**src/rtl/adder_421_pipe.sv**
```systemverilog
// Pipelined four-operand signed adder/subtractor: S = A +/- B +/- C +/- D (mod 2^IN_WIDTH).
// Carries ripple between STAGE_WIDTH-bit chunks through one register per chunk, so
// chunk k is computed k cycles after chunk 0. Optional skewed input/output modes let
// instances cascade without deskew/reskew registers in between.
module adder_421_pipe #(
   parameter int IN_WIDTH    = 256,
   parameter int STAGE_WIDTH = 64,
   parameter bit SUB_B       = 1'b0,
   parameter bit SUB_C       = 1'b0,
   parameter bit SUB_D       = 1'b0,
   parameter bit REG_IN_CAS  = 1'b0,
   parameter bit REG_OUT_CAS = 1'b0
) (
   input  logic                clk,
   input  logic                resetn,
   input  logic                in_valid,
   input  logic [IN_WIDTH-1:0] A,
   input  logic [IN_WIDTH-1:0] B,
   input  logic [IN_WIDTH-1:0] C,
   input  logic [IN_WIDTH-1:0] D,
   output logic [IN_WIDTH-1:0] S,
   output logic                out_valid
);

   localparam int NUM_CHUNKS = (IN_WIDTH + STAGE_WIDTH - 1) / STAGE_WIDTH;
   localparam int LAST_W     = IN_WIDTH - (NUM_CHUNKS - 1) * STAGE_WIDTH;
   // Two's complement negation is ~x + 1; the "+1" of every subtracted operand is
   // gathered into the carry-in of chunk 0.
   localparam int SUB_COUNT  = int'(SUB_B) + int'(SUB_C) + int'(SUB_D);
   // out_valid follows output chunk 0: 1 cycle when left skewed, N when deskewed.
   localparam int OV_LAT     = REG_OUT_CAS ? 1 : NUM_CHUNKS;

   logic [IN_WIDTH-1:0]     b_eff;
   logic [IN_WIDTH-1:0]     c_eff;
   logic [IN_WIDTH-1:0]     d_eff;
   // Slot k holds the carry into chunk k (slot 0 is the constant subtract correction).
   logic [2*NUM_CHUNKS-1:0] carry_bus;
   logic [OV_LAT-1:0]       valid_pipe;

   assign b_eff = SUB_B ? ~B : B;
   assign c_eff = SUB_C ? ~C : C;
   assign d_eff = SUB_D ? ~D : D;

   assign carry_bus[1:0] = 2'(SUB_COUNT);

   genvar gi;
   generate
      for (gi = 0; gi < NUM_CHUNKS; gi++) begin : g_chunk
         localparam int CW      = (gi == NUM_CHUNKS - 1) ? LAST_W : STAGE_WIDTH;
         localparam int LO      = gi * STAGE_WIDTH;
         // The top chunk drops its carry-out, so it only needs a CW-bit sum.
         localparam int SW      = (gi == NUM_CHUNKS - 1) ? CW : CW + 2;
         localparam int IN_DLY  = REG_IN_CAS ? 0 : gi;
         localparam int OUT_DLY = REG_OUT_CAS ? 0 : NUM_CHUNKS - 1 - gi;

         logic [4*CW-1:0] opd_in;
         logic [4*CW-1:0] opd_skew;
         logic [1:0]      carry_in;
         logic [SW-1:0]   sum_full;
         logic [CW-1:0]   sum_reg;

         assign opd_in   = {d_eff[LO +: CW], c_eff[LO +: CW], b_eff[LO +: CW], A[LO +: CW]};
         assign carry_in = carry_bus[2*gi +: 2];

         if (IN_DLY > 0) begin : g_in_skew
            logic [4*CW-1:0] skew_reg [0:IN_DLY-1];

            // Delay this chunk's operands by its index so they meet the carry from below.
            always_ff @(posedge clk) begin
               if (!resetn) begin
                  for (int i = 0; i < IN_DLY; i++) skew_reg[i] <= '0;
               end else begin
                  skew_reg[0] <= opd_in;
                  for (int i = 1; i < IN_DLY; i++) skew_reg[i] <= skew_reg[i-1];
               end
            end

            assign opd_skew = skew_reg[IN_DLY-1];
         end else begin : g_in_direct
            assign opd_skew = opd_in;
         end

         // Four slices plus the incoming carry (0..3); the sum fits in CW+2 bits.
         always_comb begin
            sum_full = SW'(opd_skew[0 +: CW]) + SW'(opd_skew[CW +: CW])
                     + SW'(opd_skew[2*CW +: CW]) + SW'(opd_skew[3*CW +: CW])
                     + SW'(carry_in);
         end

         // Register this chunk's sum bits.
         always_ff @(posedge clk) begin
            if (!resetn) sum_reg <= '0;
            else         sum_reg <= sum_full[CW-1:0];
         end

         if (gi < NUM_CHUNKS - 1) begin : g_carry
            logic [1:0] carry_reg;

            // Register the carry out alongside the sum; it feeds chunk gi+1 next cycle.
            always_ff @(posedge clk) begin
               if (!resetn) carry_reg <= 2'b00;
               else         carry_reg <= sum_full[CW+1:CW];
            end

            assign carry_bus[2*(gi+1) +: 2] = carry_reg;
         end

         if (OUT_DLY > 0) begin : g_out_deskew
            logic [CW-1:0] deskew_reg [0:OUT_DLY-1];

            // Hold early chunks back so every chunk of S lands in the same cycle.
            always_ff @(posedge clk) begin
               if (!resetn) begin
                  for (int i = 0; i < OUT_DLY; i++) deskew_reg[i] <= '0;
               end else begin
                  deskew_reg[0] <= sum_reg;
                  for (int i = 1; i < OUT_DLY; i++) deskew_reg[i] <= deskew_reg[i-1];
               end
            end

            assign S[LO +: CW] = deskew_reg[OUT_DLY-1];
         end else begin : g_out_direct
            assign S[LO +: CW] = sum_reg;
         end
      end
   endgenerate

   // Delay in_valid to line up with output chunk 0.
   always_ff @(posedge clk) begin
      if (!resetn) begin
         valid_pipe <= '0;
      end else begin
         valid_pipe[0] <= in_valid;
         for (int i = 1; i < OV_LAT; i++) valid_pipe[i] <= valid_pipe[i-1];
      end
   end

   assign out_valid = valid_pipe[OV_LAT-1];

endmodule

```
**config.mk**
```make
export PLATFORM = sky130hd
export DESIGN_NAME = adder_421_pipe
export DESIGN_NICKNAME = d
export VERILOG_FILES = /design/src/rtl/adder_421_pipe.sv
export SDC_FILE = /design/constraint.sdc
export NUM_CORES = 2
export LEC_CHECK = 0
export ABC_AREA = 1
export BUFFER_PORTS_ARGS = -buffer_cell sky130_fd_sc_hd__buf_2
export CORE_AREA = 2 2 499 501
export DETAILED_ROUTE_END_ITERATION = 10
export DIE_AREA = 0 0 501 503
export PLACE_DENSITY_LB_ADDON = 0.05
export SLEW_MARGIN = 0
export SYNTH_ARGS = -nofsm -noshare
export SYNTH_HDL_FRONTEND = slang
export SYNTH_SLANG_ARGS = --single-unit
```
**constraint.sdc**
```tcl
create_clock -name clk -period 3.9 [get_ports clk]
set_clock_uncertainty 0.05 [all_clocks]
set_input_delay 0 -clock clk [delete_from_list [all_inputs] [get_ports clk]]
set_output_delay 0 -clock clk [all_outputs]
set_load 0.01 [all_outputs]
```
==> key figures, run 1 <==
Synth
  – Syn Inst Count: 13737
  – Mapped Nets: 15535
  – Asr flop ratio synth: 0
  – Distinct cells, synth: 39
  – Yosys reg bits: 2186
  – Syn avg cell area: 7.29 sq um
  – Seq/Total Area, Yosys: 0.437
  – Number of synthesized flops with an enable pin: 0
  – Synth Flop Type: dfxtp_1
  – Yosys warns: 0
  – Cell Area, Synth: 100000 sq um

Status
  – Fail Step: global routing (5_1_grt)
  – Status: aborted with a tool error
  – First Err: [ERROR GRT-0116] Global routing finished with congestion. Check the congestion regions in the DRC Viewer.

Placement
  – Detailed-placement wirelength estimate: 280000 microns
  – Inst Count DP: 17969
  – Port-buffer cells: 1283
  – Final Wtd Congestion: 0.965

Floorplan
  – Initial Util: 0.406
  – Die width: 501 microns
  – Die Height: 503 microns
  – Ports: 1284
  – FP Rows: 183

GRT
  – Congestion Overflow GR: 9
  – First-pass GRT wire length: 584000 microns
  – Largest net degree at the start of global routing: 249
  – Overall Global Routing Usage: 0.313
  – Number of global-route vias before repair: 97558

Clocking
  – CTS root buffer: clkbuf_16
  – CTS max path bufs: 3
  – TritonCTS Sinks: 2186
  – TritonCTS Buffers: 228
  – H-tree levels: 4
  – Postcts setup bufs: 0
## routing by layer
layer / global-route usage / overflow
met1: 0.369 / 0
met5: 0.00666 / 0
met4: 0.176 / 2
met3: 0.0757 / 0
met2: 0.522 / 7
## kinds of logic after synthesis
| kind of cell | Yosys count | share of synthesized area |
|---|---|---|
| AOI/OAI and AO/OA | 547 | 0.0286 |
| xor gates and xnor gates | 5 | 0.000437 |
| adders and majority gates | 771 | 0.135 |
| buffers and inverters | 4933 | 0.190 |
| DFF | 2186 | 0.437 |
| and+or+nand+nor | 5295 | 0.210 |
## synthesized netlist by cell type (46+ instances only)
cell,instances,area share
nand4_1,55,0.0034
buf_4,128,0.0096
a21oi_1,377,0.019
dfxtp_1,2186,0.44
inv_1,4561,0.17
nand3_1,222,0.011
o21ai_0,120,0.0060
nor2_1,537,0.020
nand2_2,46,0.0029
ha_1,255,0.032
clkbuf_1,231,0.0087
nand2_1,4234,0.16
fa_1,516,0.10
## through the flow
stage	cell area [sq um]	utilization	hold slack [ns]	worst slack, ns
floorplan	100000	-	0.0476	0.866
global placement	110000	0.444	0.132	-0.0632
detailed placement	110000	0.444	0.134	-0.0605
CTS	138000	0.561	0.00465	0.0265
## timing repair
item,CTS
hold buffers,2066
resized for setup,2
pin swaps,0
endpoints found under the setup margin,1
endpoints found under the hold margin,1741
==> run 2: changes to the inputs <==
--- a/config.mk
+++ b/config.mk
@@ -7,10 +7,9 @@
 export LEC_CHECK = 0
 export ABC_AREA = 1
 export BUFFER_PORTS_ARGS = -buffer_cell sky130_fd_sc_hd__buf_2
-export CORE_AREA = 2 2 499 501
+export CORE_UTILIZATION = 31
 export DETAILED_ROUTE_END_ITERATION = 10
-export DIE_AREA = 0 0 501 503
-export PLACE_DENSITY_LB_ADDON = 0.05
+export PLACE_DENSITY_LB_ADDON = 0.15
 export SLEW_MARGIN = 0
 export SYNTH_ARGS = -nofsm -noshare
 export SYNTH_HDL_FRONTEND = slang
==> key figures, run 2 <==
Route
  – DR pass1 iterations: 6
  – Final ANT Viol Nets: 0
  – Drt via density: 4.06
  – Vias after detailed routing: 87657
  – Final wirelength: 363000 microns
  – First DRT Iteration DRCs: 4391
  – WL met3: 18400 microns
  – Wire per inst: 16.8 microns
  – Metal-1 WL: 158000 microns
  – Number of remaining DRC errors: 0
  – Met2 WL: 169000 microns
  – Highest metal used: met5

Run
  – Max-cap violations: 0

Floorplan
  – CORE AREA: 321000 sq um
  – Die Height: 571 microns (+13%)
  – Die width: 571 microns (+14%)
  – FP Rows: 208 (+14%)
  – Die area: 325000 sq um
  – Initial Util: 0.312 (-0.0938)
  – Ports: 1284 (unchanged)

Worst setup path
  – Critical path peak fanout: 4
  – Arrival @ worst endpoint: 4.47 ns
  – Critical Path RT: 4.57 ns
  – Worst path cell trace: dlygate4sd3_1, buf_2, fa_1, dlygate4sd3_1, fa_1, dlygate4sd3_1, ha_2, fa_2, nand3_1, nand3_1, nand2_1, nand2_1, nand3_1, a21oi_1, nor2_1
  – Crit Path Class: primary input to flip-flop
  – Startpoint class of the critical path: primary input
  – Worst r2r path cells: 14
  – CP max stage cell: dlygate4sd3_1
  – Max stage delay on crit path: 0.59 ns
  – Setup crit end kind: flip-flop

Synth
  – Yosys warns: 0 (unchanged)
  – Synth Area in Adders: 0.135 (unchanged)
  – Syn Inst Count: 13737 (unchanged)
  – Distinct cells, synth: 39 (unchanged)
  – Simple logic cell fraction of the synthesized area: 0.210 (unchanged)
  – Top-area cell type share of the netlist area: 0.437 (unchanged)
  – Asr flop ratio synth: 0 (unchanged)
  – Synth area leader: dfxtp_1
  – Seq/Total Area, Yosys: 0.437 (unchanged)
  – Largest family of logic cells by synthesized area: simple AND/OR/NAND/NOR gates
  – Synth top cells by count: inv_1, nand2_1, dfxtp_1, nor2_1, fa_1
  – Top-count cell post-synth: inv_1
  – Compound-gate portion of the synthesized area: 0.0286 (unchanged)
  – Number of synthesized flops with an enable pin: 0 (unchanged)
  – Cell Area, Synth: 100000 sq um (unchanged)
  – Mapped Nets: 15535 (unchanged)
  – Post-Synth XOR/XNOR Area: 0.000437 (unchanged)
  – Syn avg cell area: 7.29 sq um (unchanged)
  – Synth area leaders: dfxtp_1, inv_1, nand2_1
  – Post-synthesis mux area share: 0 (unchanged)
  – Synth Flop Type: dfxtp_1
  – Yosys reg bits: 2186 (unchanged)

Placement
  – Inst Count DP: 19020 (+5.8%)
  – Final Wtd Congestion: 0.925 (-4.1%)
  – Place WS: -0.268 ns (-0.208 ns)
  – Port-buffer cells: 1283 (unchanged)
  – Detailed-placement wirelength estimate: 267000 microns (-4.7%)

GRT
  – Congestion Overflow GR: 0
  – First-pass GRT wire length: 539000 microns
  – Number of global-route vias before repair: 89979
  – Initial antenna violation count: 73
  – Largest net degree at the start of global routing: 201
  – Overall Global Routing Usage: 0.220

Clocking
  – CTS max path bufs: 4 (+1)
  – H-tree levels: 4 (unchanged)
  – CTS root buffer: clkbuf_16
  – Worst-path clk slew: 0.06 ns
  – TritonCTS Sinks: 2186 (unchanged)
  – TritonCTS Buffers: 244 (+7.0%)
  – Postcts setup bufs: 0 (unchanged)
  – CTS tree: built
  – Worst-Skew Late Latency: 0.89 ns

Cells and area
  – Share of cells above drive strength 1: 0.110
  – Fillers: 32031
  – Final instance count without filler cells: 21587
  – Largest register FFs: 1536
  – Area added between synthesis and finish: 40.1%
  – Commonest non-fill, non-tap cell in the layout: inv_1
  – Final nets: 18838
  – Most frequent cells in the layout: inv_1, nand2_1, dfxtp_1

Worst hold path
  – WHS Path Cells: 6
  – Hold/Removal Path Class: primary input to flip-flop

Timing
  – RSZ-0062 raised after global routing: no
  – Worst Max-Slew Pin Slew: 1.02 ns
  – Fin crit share: 0.976
  – Period minus WS final: 3.80 ns
  – Final hold vios: 0
  – Setup TNS: 0 ns
  – Endpoints failing setup: 0
  – Max Clock Freq: 0.263 GHz
  – Slew HR: 0.318
  – Setup ws final: 0.0955 ns
  – Min Hold Slack: 0.0327 ns
  – Pins Over Slew Limit: 0

Power and ir drop
  – Leak Pwr: 81.9 nW
  – Maximum VDD drop: 0.400 mV
  – Pwr dens: 457 nW/um^2

Status
  – Status: completed
run 2: per-layer routing:
metal / up-vias / global-route usage
met5: - / 0.00235
met4: 26 / 0.0979
met3: 844 / 0.0394
met2: 2290 / 0.371
met1: 39863 / 0.272
li1: 44634 / -
run 2: kinds of logic (layout without fill, tap and decap cells):
kind of cell / count (synthesis) / count (layout)
simple gates: 5295 / 5295
buf+inv: 4933 / 8438
other cells: 0 / 40
flops: 2186 / 2186
compound gates: 547 / 547
xor+xnor: 5 / 5
fa+ha+maj: 771 / 771
run 2: power by group:
part	switching (mW)	total [mW]	internal, mW
Combinational	8.93	14.4	5.49
Sequential	0.748	24.9	24.2
Clock	9.89	24.8	14.9
Total	19.6	64.1	44.6
run 2: cell type report:
cell class | instances | area, sq um | area share
clock inverter | 114 | 1710 | 0.0122
clock buffer | 334 | 6970 | 0.0496
timing repair buffer | 3427 | 27900 | 0.198
sequential | 2186 | 43800 | 0.312
multi-input combinational | 6618 | 37500 | 0.267
tap | 4305 | 5390 | 0.0384
inverter | 4563 | 17100 | 0.122
antenna | 40 | 100 | 0.000713
run 2: repair_timing:
item	in CTS	in global routing
gates cloned	0	0
setup endpoints to repair	2	19
resized for setup	2	12
hold buffers	2079	0
pin swaps	0	2
endpoints found under the hold margin	1749	0
run 2: worst paths after layout:
kind | startpoint | endpoint | slack (ns)
worst max-delay path | C[1] | g_chunk[0].sum_reg[51] | 0.1
worst min register to register | g_chunk[0].sum_reg[10] | g_chunk[0].g_out_deskew.deskew_reg[0][10] | 0.32
worst max register to register | g_chunk[1].g_in_skew.skew_reg[0][52] | g_chunk[1].g_carry.carry_reg[1] | 0.30
worst min-delay path | A[0] | g_chunk[0].sum_reg[1] | 0.03
run 2: worst max-delay path: cells and delay by family:
| kind | cells | cell delay (ns) |
|---|---|---|
| adder cells (fa/ha/maj) | 4 | 1.50 |
| buffers and inverters | 4 | 1.84 |
| AND/OR/NAND/NOR | 6 | 1.05 |
| AO/OA/AOI/OAI | 1 | 0.07 |
run 2: stage by stage:
stage | power (mW) | utilization | area (sq um)
after floorplan | 32.7 | - | 100000
after global placement | 38.0 | 0.345 | 111000
after detailed placement | 37.9 | 0.345 | 111000
after CTS | 64.8 | 0.436 | 140000
after global routing | 67.5 | 0.437 | 140000
final | 64.1 | 0.437 | 140000
(Power assumes the default switching activity.)
